File: src/rtl/multi_proto_tx_engine.sv
// multi_proto_tx_engine
//   FIFO-buffered serial transmitter. Each queued word carries a protocol tag
//   (0 = SPI master, 1 = UART transmit), so both protocols share one queue and
//   are sent strictly in write order.
//
// Ports
//   clk, rst                 clock (rising edge), asynchronous active-low reset
//   wr_en, wr_prot, wr_dat   host push of {tag, payload}
//   spi_mode                 {CPOL, CPHA}, captured when a word is popped
//   parity_en                UART even-parity enable, captured when popped
//   clr_err                  clears ovf_err (a same-cycle overflow wins)
//   fifo_full/empty/count    queue status
//   busy                     FSM not in IDLE
//   cs, sclk, mosi           SPI pins (cs active-low, MSB first)
//   uart_tx                  UART line (idle high, LSB first)
//   spi_done, uart_done      one-cycle completion pulses
//   ovf_err                  sticky: a write was dropped on a full queue
//
// All pin outputs are registered from the current FSM state, so they trail
// the state register by one cycle; done pulses land in the first IDLE cycle.
module multi_proto_tx_engine #(
  parameter int DATA_W     = 8,
  parameter int FIFO_DEPTH = 8,
  parameter int SPI_DIV    = 4,
  parameter int UART_DIV   = 16
) (
  input  logic                          clk,
  input  logic                          rst,
  input  logic                          wr_en,
  input  logic                          wr_prot,
  input  logic [DATA_W-1:0]             wr_dat,
  input  logic [1:0]                    spi_mode,
  input  logic                          parity_en,
  input  logic                          clr_err,
  output logic                          fifo_full,
  output logic                          fifo_empty,
  output logic [$clog2(FIFO_DEPTH):0]   fifo_count,
  output logic                          busy,
  output logic                          cs,
  output logic                          sclk,
  output logic                          mosi,
  output logic                          uart_tx,
  output logic                          spi_done,
  output logic                          uart_done,
  output logic                          ovf_err
);

  localparam int AW      = $clog2(FIFO_DEPTH);
  localparam int DIV_MAX = (SPI_DIV > UART_DIV) ? SPI_DIV : UART_DIV;
  localparam int DIV_W   = $clog2(DIV_MAX);
  localparam int CW      = $clog2(2 * DATA_W);
  localparam int IW      = $clog2(DATA_W);

  localparam logic [DIV_W-1:0] SPI_LAST  = DIV_W'(SPI_DIV - 1);
  localparam logic [DIV_W-1:0] UART_LAST = DIV_W'(UART_DIV - 1);
  localparam logic [CW-1:0]    HALF_LAST = CW'(2 * DATA_W - 1);
  localparam logic [CW-1:0]    BIT_LAST  = CW'(DATA_W - 1);

  typedef enum logic [2:0] {
    IDLE, SPI_SETUP, SPI_SHIFT, SPI_HOLD, U_START, U_DATA, U_PAR, U_STOP
  } state_t;

  // ---------------- FIFO ----------------
  logic [DATA_W:0] mem [FIFO_DEPTH];   // {prot, data}
  logic [AW:0]     wr_ptr, rd_ptr;
  logic [DATA_W:0] head;
  logic            push, pop;
  state_t          state, state_n;

  assign fifo_empty = (wr_ptr == rd_ptr);
  assign fifo_full  = (wr_ptr[AW] != rd_ptr[AW]) && (wr_ptr[AW-1:0] == rd_ptr[AW-1:0]);
  assign fifo_count = wr_ptr - rd_ptr;
  assign head       = mem[rd_ptr[AW-1:0]];
  assign pop        = (state == IDLE) && !fifo_empty;
  // A pop in the same cycle frees a slot, so a write on a full queue still lands.
  assign push       = wr_en && (!fifo_full || pop);

  // NOTE: storage has no reset; the pointers alone decide which entries are valid.
  always_ff @(posedge clk) begin
    if (push) mem[wr_ptr[AW-1:0]] <= {wr_prot, wr_dat};
  end

  // NOTE: clocked state uses non-blocking assignments so every register samples pre-edge values.
  always_ff @(posedge clk or negedge rst) begin
    if (!rst) begin
      wr_ptr  <= '0;
      rd_ptr  <= '0;
      ovf_err <= 1'b0;
    end else begin
      if (push) wr_ptr <= wr_ptr + 1'b1;
      if (pop)  rd_ptr <= rd_ptr + 1'b1;
      if (wr_en && fifo_full && !pop) ovf_err <= 1'b1;
      else if (clr_err)               ovf_err <= 1'b0;
    end
  end

  // ---------------- FSM ----------------
  logic [DIV_W-1:0]  div_cnt, div_n;
  logic [CW-1:0]     cnt, cnt_n;
  logic [DATA_W-1:0] word;
  logic [1:0]        mode_q;
  logic              par_q;
  logic              div_last;
  logic              cs_d, sclk_d, mosi_d, tx_d, spi_done_d, uart_done_d;
  logic [IW-1:0]     spi_bit;
  int                spi_idx;

  assign busy     = (state != IDLE);
  assign div_last = (state == SPI_SETUP || state == SPI_SHIFT || state == SPI_HOLD)
                    ? (div_cnt == SPI_LAST) : (div_cnt == UART_LAST);

  // CPHA=0 presents bit k before leading edge k and advances on trailing edges;
  // CPHA=1 advances on leading edges. Past the last bit the LSB is held.
  always_comb begin
    spi_idx = mode_q[0] ? (int'(cnt) >> 1) : ((int'(cnt) + 1) >> 1);
    if (spi_idx > DATA_W - 1) spi_idx = DATA_W - 1;
    spi_bit = IW'(DATA_W - 1 - spi_idx);
  end

  // NOTE: every combinational output gets a default first so no path infers a latch.
  always_comb begin
    state_n     = state;
    div_n       = div_last ? '0 : div_cnt + 1'b1;
    cnt_n       = cnt;
    cs_d        = 1'b1;
    sclk_d      = mode_q[1];
    mosi_d      = 1'b0;
    tx_d        = 1'b1;
    spi_done_d  = 1'b0;
    uart_done_d = 1'b0;
    case (state)
      IDLE: begin
        div_n = '0;
        cnt_n = '0;
        if (!fifo_empty) state_n = head[DATA_W] ? U_START : SPI_SETUP;
      end
      SPI_SETUP: begin
        cs_d   = 1'b0;
        mosi_d = mode_q[0] ? 1'b0 : word[DATA_W-1];
        if (div_last) state_n = SPI_SHIFT;
      end
      SPI_SHIFT: begin
        cs_d   = 1'b0;
        // Even half-periods follow a leading edge, odd ones a trailing edge.
        sclk_d = mode_q[1] ^ ~cnt[0];
        mosi_d = word[spi_bit];
        if (div_last) begin
          if (cnt == HALF_LAST) begin
            cnt_n   = '0;
            state_n = SPI_HOLD;
          end else begin
            cnt_n = cnt + 1'b1;
          end
        end
      end
      SPI_HOLD: begin
        cs_d = 1'b0;
        if (div_last) begin
          state_n    = IDLE;
          spi_done_d = 1'b1;
        end
      end
      U_START: begin
        tx_d = 1'b0;
        if (div_last) state_n = U_DATA;
      end
      U_DATA: begin
        tx_d = word[cnt[IW-1:0]];
        if (div_last) begin
          if (cnt == BIT_LAST) begin
            cnt_n   = '0;
            state_n = par_q ? U_PAR : U_STOP;
          end else begin
            cnt_n = cnt + 1'b1;
          end
        end
      end
      U_PAR: begin
        tx_d = ^word;
        if (div_last) state_n = U_STOP;
      end
      U_STOP: begin
        if (div_last) begin
          state_n     = IDLE;
          uart_done_d = 1'b1;
        end
      end
      default: state_n = IDLE;
    endcase
  end

  always_ff @(posedge clk or negedge rst) begin
    if (!rst) begin
      state     <= IDLE;
      div_cnt   <= '0;
      cnt       <= '0;
      word      <= '0;
      mode_q    <= 2'b00;
      par_q     <= 1'b0;
      cs        <= 1'b1;
      sclk      <= 1'b0;
      mosi      <= 1'b0;
      uart_tx   <= 1'b1;
      spi_done  <= 1'b0;
      uart_done <= 1'b0;
    end else begin
      state     <= state_n;
      div_cnt   <= div_n;
      cnt       <= cnt_n;
      if (pop) begin
        word   <= head[DATA_W-1:0];
        mode_q <= spi_mode;
        par_q  <= parity_en;
      end
      cs        <= cs_d;
      sclk      <= sclk_d;
      mosi      <= mosi_d;
      uart_tx   <= tx_d;
      spi_done  <= spi_done_d;
      uart_done <= uart_done_d;
    end
  end

endmodule

File: config.mk
export PLATFORM = sky130hd
export DESIGN_NAME = multi_proto_tx_engine
export DESIGN_NICKNAME = d
export VERILOG_FILES = /design/src/rtl/multi_proto_tx_engine.sv
export SDC_FILE = /design/constraint.sdc
export NUM_CORES = 1
export LEC_CHECK = 0
export ABC_CLOCK_PERIOD_IN_PS = 5900
export BUFFER_PORTS_ARGS = -buffer_cell sky130_fd_sc_hd__buf_2
export CAP_MARGIN = 5
export CORE_UTILIZATION = 45
export DETAILED_ROUTE_END_ITERATION = 8
export HOLD_SLACK_MARGIN = 0.08
export PLACE_DENSITY = 0.71
export SYNTH_ARGS = -nofsm -noshare
export SYNTH_HDL_FRONTEND = slang
export SYNTH_SLANG_ARGS = --single-unit
File: constraint.sdc
create_clock -name clk -period 5.9 [get_ports clk]
set_input_delay 0.295 -clock clk [delete_from_list [all_inputs] [get_ports clk]]
set_output_delay 0.295 -clock clk [all_outputs]
set_load 0.01 [all_outputs]
==> results.json <==
{
  "status": "completed",
  "place_congestion": 0.872,
  "synthDominantAreaCellType": "sky130_fd_sc_hd__edfxtp_1",
  "layout-area-overhead-vs-synth_pct": 9.19,
  "design.core.area_um2": 10500,
  "setup_ws_ns": 2.48,
  "power_per_cell_area_nw_per_um2": 509,
  "tightestPinTransition_ns": 1.17,
  "nets_in_the_synthesized_netlist": 374,
  "regToRegSetupSlack_ns": 2.48,
  "initial_utilization_pct": 47.2,
  "route.detailed.wl_per_inst_um": 18.5,
  "antenna_violating_nets_post_route": 0,
  "hold_path.class": "input pin to register",
  "placementRows": 37,
  "cts-htree-levels": 3,
  "synthesis.area_um2": 4940,
  "yosysWarnings": 0,
  "timing.max_cap.violations": 0,
  "detailroute.via_count": 2895,
  "min_period_ns": 3.42,
  "drt-initial-drc-count": 150,
  "post_synth_num_cell_types": 65,
  "synth.area.top_cells": "sky130_fd_sc_hd__edfxtp_1, sky130_fd_sc_hd__dfrtp_1, sky130_fd_sc_hd__mux4_2, sky130_fd_sc_hd__nand2_1, sky130_fd_sc_hd__xnor2_1",
  "firstDrtPassIters": 5,
  "wirelength_um": 9590,
  "grt_antenna_before_repair": 0,
  "final.setup.tns_ns": 0,
  "clk_pin_slew_ns": 0.11,
  "clock_sinks": 109,
  "port_buffers": 29,
  "die_area_um2": 11400,
  "seq_area_frac_synth_pct": 62.6,
  "avgViaCountPerCell": 5.58,
  "globalRouteOverflowTotal": 0,
  "clk_root_buffer_cell": "sky130_fd_sc_hd__clkbuf_8",
  "clock-skew-final_ns": 0.0137,
  "fraction_of_layout_instances_using_a_drive_strength_above_1_pct": 21.4,
  "async_sr_flop_fraction_pct": 33.9,
  "wire_length_of_the_first_global_routing_pass_um": 16000,
  "cp_data_arrival_time_ns": 3.43,
  "grt_start_max_net_pins": 38,
  "setup_viol_count_final": 0,
  "route.detailed.drc": 0,
  "critical_path.endpoint_type": "register",
  "width_of_the_chip_um": 107,
  "rsz0062_at_grt": "no",
  "clock_path_buffers": 2,
  "cts_tree": "done",
  "diodes": 0,
  "critical_path.max_fanout": 22,
  "synth_top_area_share_pct": 43.8,
  "synthCells": 350,
  "timing_worst_setup_path_type": "register to register",
  "finalCritPeriodShare_pct": 58.0,
  "achievable-frequency_mhz": 292,
  "hold_violations_final": 0,
  "postSynth.topFlopCell": "sky130_fd_sc_hd__edfxtp_1",
  "vdd_ir_drop_max_mv": 0.250,
  "die_height_um": 107,
  "power.static_leakage_uw": 0.00199,
  "synth_enable_flop_cells": 72,
  "dpl.hpwl_um": 6950,
  "gr-usage-all-layers_pct": 19.1,
  "cp.required_ns": 5.91,
  "synth.avg_cell_area_um2": 14.1,
  "grt_pass1_vias": 2929,
  "num_io_pins": 30,
  "relSlewSlack_pct": 21.4,
  "place_worst_setup_slack_ns": 2.48,
  "number_of_storage_elements_in_the_synthesis_netlist": 109,
  "clock_latency_ns": 0.38,
  "fin_nets": 402,
  "final_max_slew_viol_count": 0,
  "number_of_clock_buffers_inserted_by_tritoncts": 9,
  "worst_setup_path_start_kind": "register"
}
path summary, 6_finish.rpt:
kind | endpoint | startpoint | cells after the start
max in group asynchronous | state[1] | rst | 2
worst min-delay path | par_q | parity_en | 3
worst min register to register | div_cnt[0] | div_cnt[0] | 1
min in group asynchronous | div_cnt[2] | rst | 2
worst max-delay path | mem[0][8] | rd_ptr[1] | 6
worst max register to register | mem[0][8] | rd_ptr[1] | 6
per-stage QoR:
stage	hold WS [ns]	cells	util [%]	instance area [µm²]	total power [µW]
2_1_floorplan	-0.000591	350	-	4940	2050
3_3_place_gp	0.428	501	49.6	5190	2300
3_5_place_dp	0.446	501	49.6	5190	2340
4_1_cts	0.0924	519	51.6	5390	2770
5_1_grt	0.103	519	51.6	5390	2940
6_report	0.112	519	51.6	5390	2740
cells in the mapped netlist, types with 3 or more instances:
library cell and count:
sky130_fd_sc_hd__edfxtp_1 72, sky130_fd_sc_hd__nand2_1 43, sky130_fd_sc_hd__dfrtp_1 35, sky130_fd_sc_hd__nor2_1 22, sky130_fd_sc_hd__mux4_2 20, sky130_fd_sc_hd__inv_1 14
sky130_fd_sc_hd__xnor2_1 13, sky130_fd_sc_hd__mux2i_1 11, sky130_fd_sc_hd__nand3_1 9, sky130_fd_sc_hd__a31oi_1 8, sky130_fd_sc_hd__buf_2 7, sky130_fd_sc_hd__ha_1 7
sky130_fd_sc_hd__o21ai_1 7, sky130_fd_sc_hd__a21oi_1 6, sky130_fd_sc_hd__xor2_1 5, sky130_fd_sc_hd__clkbuf_1 4, sky130_fd_sc_hd__o21ai_0 4, sky130_fd_sc_hd__buf_4 3
sky130_fd_sc_hd__nand2b_1 3, sky130_fd_sc_hd__nor2b_1 3, sky130_fd_sc_hd__nor3_1 3
kinds of logic after synthesis:
logic type,Yosys count,synth area share (%)
AO/OA/AOI/OAI,49,7.57
XOR/XNOR,19,3.52
adder cells (fa/ha/maj),8,2.18
buffers and inverters,31,2.76
flip-flops,109,62.6
multiplexers,31,11.3
AND/OR/NAND/NOR,103,10.1
worst max-delay path, cell delays in order (launching register included):
cell                      delay (ns)
sky130_fd_sc_hd__dfrtp_1        0.93
sky130_fd_sc_hd__inv_1          0.14
sky130_fd_sc_hd__ha_1           0.35
sky130_fd_sc_hd__and3_1         0.23
sky130_fd_sc_hd__a31oi_4        0.26
sky130_fd_sc_hd__nand2_1        0.20
sky130_fd_sc_hd__nor3_1         0.93
cell type report:
type,instances,area (µm²)
sequential,109,3090
tap,136,170
multi-input combinational,210,1710
clock buffer,9,124
fill,896,5070
clock inverter,7,63.8
timing repair buffer,32,173
inverter,16,60.1
state kept, by name, indices dropped and copies added, names as in the netlist, 2 cells and up:
signal   flops
word         8
rd_ptr       4
mode_q       2
mem         72
wr_ptr       4
state        3
cnt          4
div_cnt      4
report_power, final:
part           switching, µW  internal (µW)
logic                    577            501
clock network            266            164
registers                220           1010
layout by cell type, fill, tap and decap left out, types with 3 or more instances in the layout:
cell type                  count
sky130_fd_sc_hd__a21oi_1       6
sky130_fd_sc_hd__a31oi_1       8
sky130_fd_sc_hd__buf_2        29
sky130_fd_sc_hd__clkbuf_8      9
sky130_fd_sc_hd__dfrtp_1      35
sky130_fd_sc_hd__edfxtp_1     72
sky130_fd_sc_hd__ha_1          7
sky130_fd_sc_hd__inv_1        14
sky130_fd_sc_hd__inv_8         3
sky130_fd_sc_hd__mux2i_1      11
sky130_fd_sc_hd__mux4_2       20
sky130_fd_sc_hd__nand2_1      43
sky130_fd_sc_hd__nand2b_1      3
sky130_fd_sc_hd__nand3_1       9
sky130_fd_sc_hd__nor2_1       22
sky130_fd_sc_hd__nor2b_1       3
sky130_fd_sc_hd__nor3_1        3
sky130_fd_sc_hd__o21ai_0       4
sky130_fd_sc_hd__o21ai_1       7
sky130_fd_sc_hd__xnor2_1      13
sky130_fd_sc_hd__xor2_1        5
routing by layer:
layer | up-vias | GRT usage, % | routed length [µm]
met3 | 14 | 4.26 | 592
met2 | 97 | 30.5 | 4680
met5 | - | 0 | 0
li1 | 1353 | - | -
met1 | 1431 | 25.2 | 4120
met4 | 0 | 8.12 | 193
repair_timing:
action	4_1_cts	5_1_grt
gates resized for setup	0	0
buffers inserted	0	0
hold buffers	2	0
setup endpoints to repair	0	0
hold endpoints to repair	36	0
(Power assumes the default switching activity.)
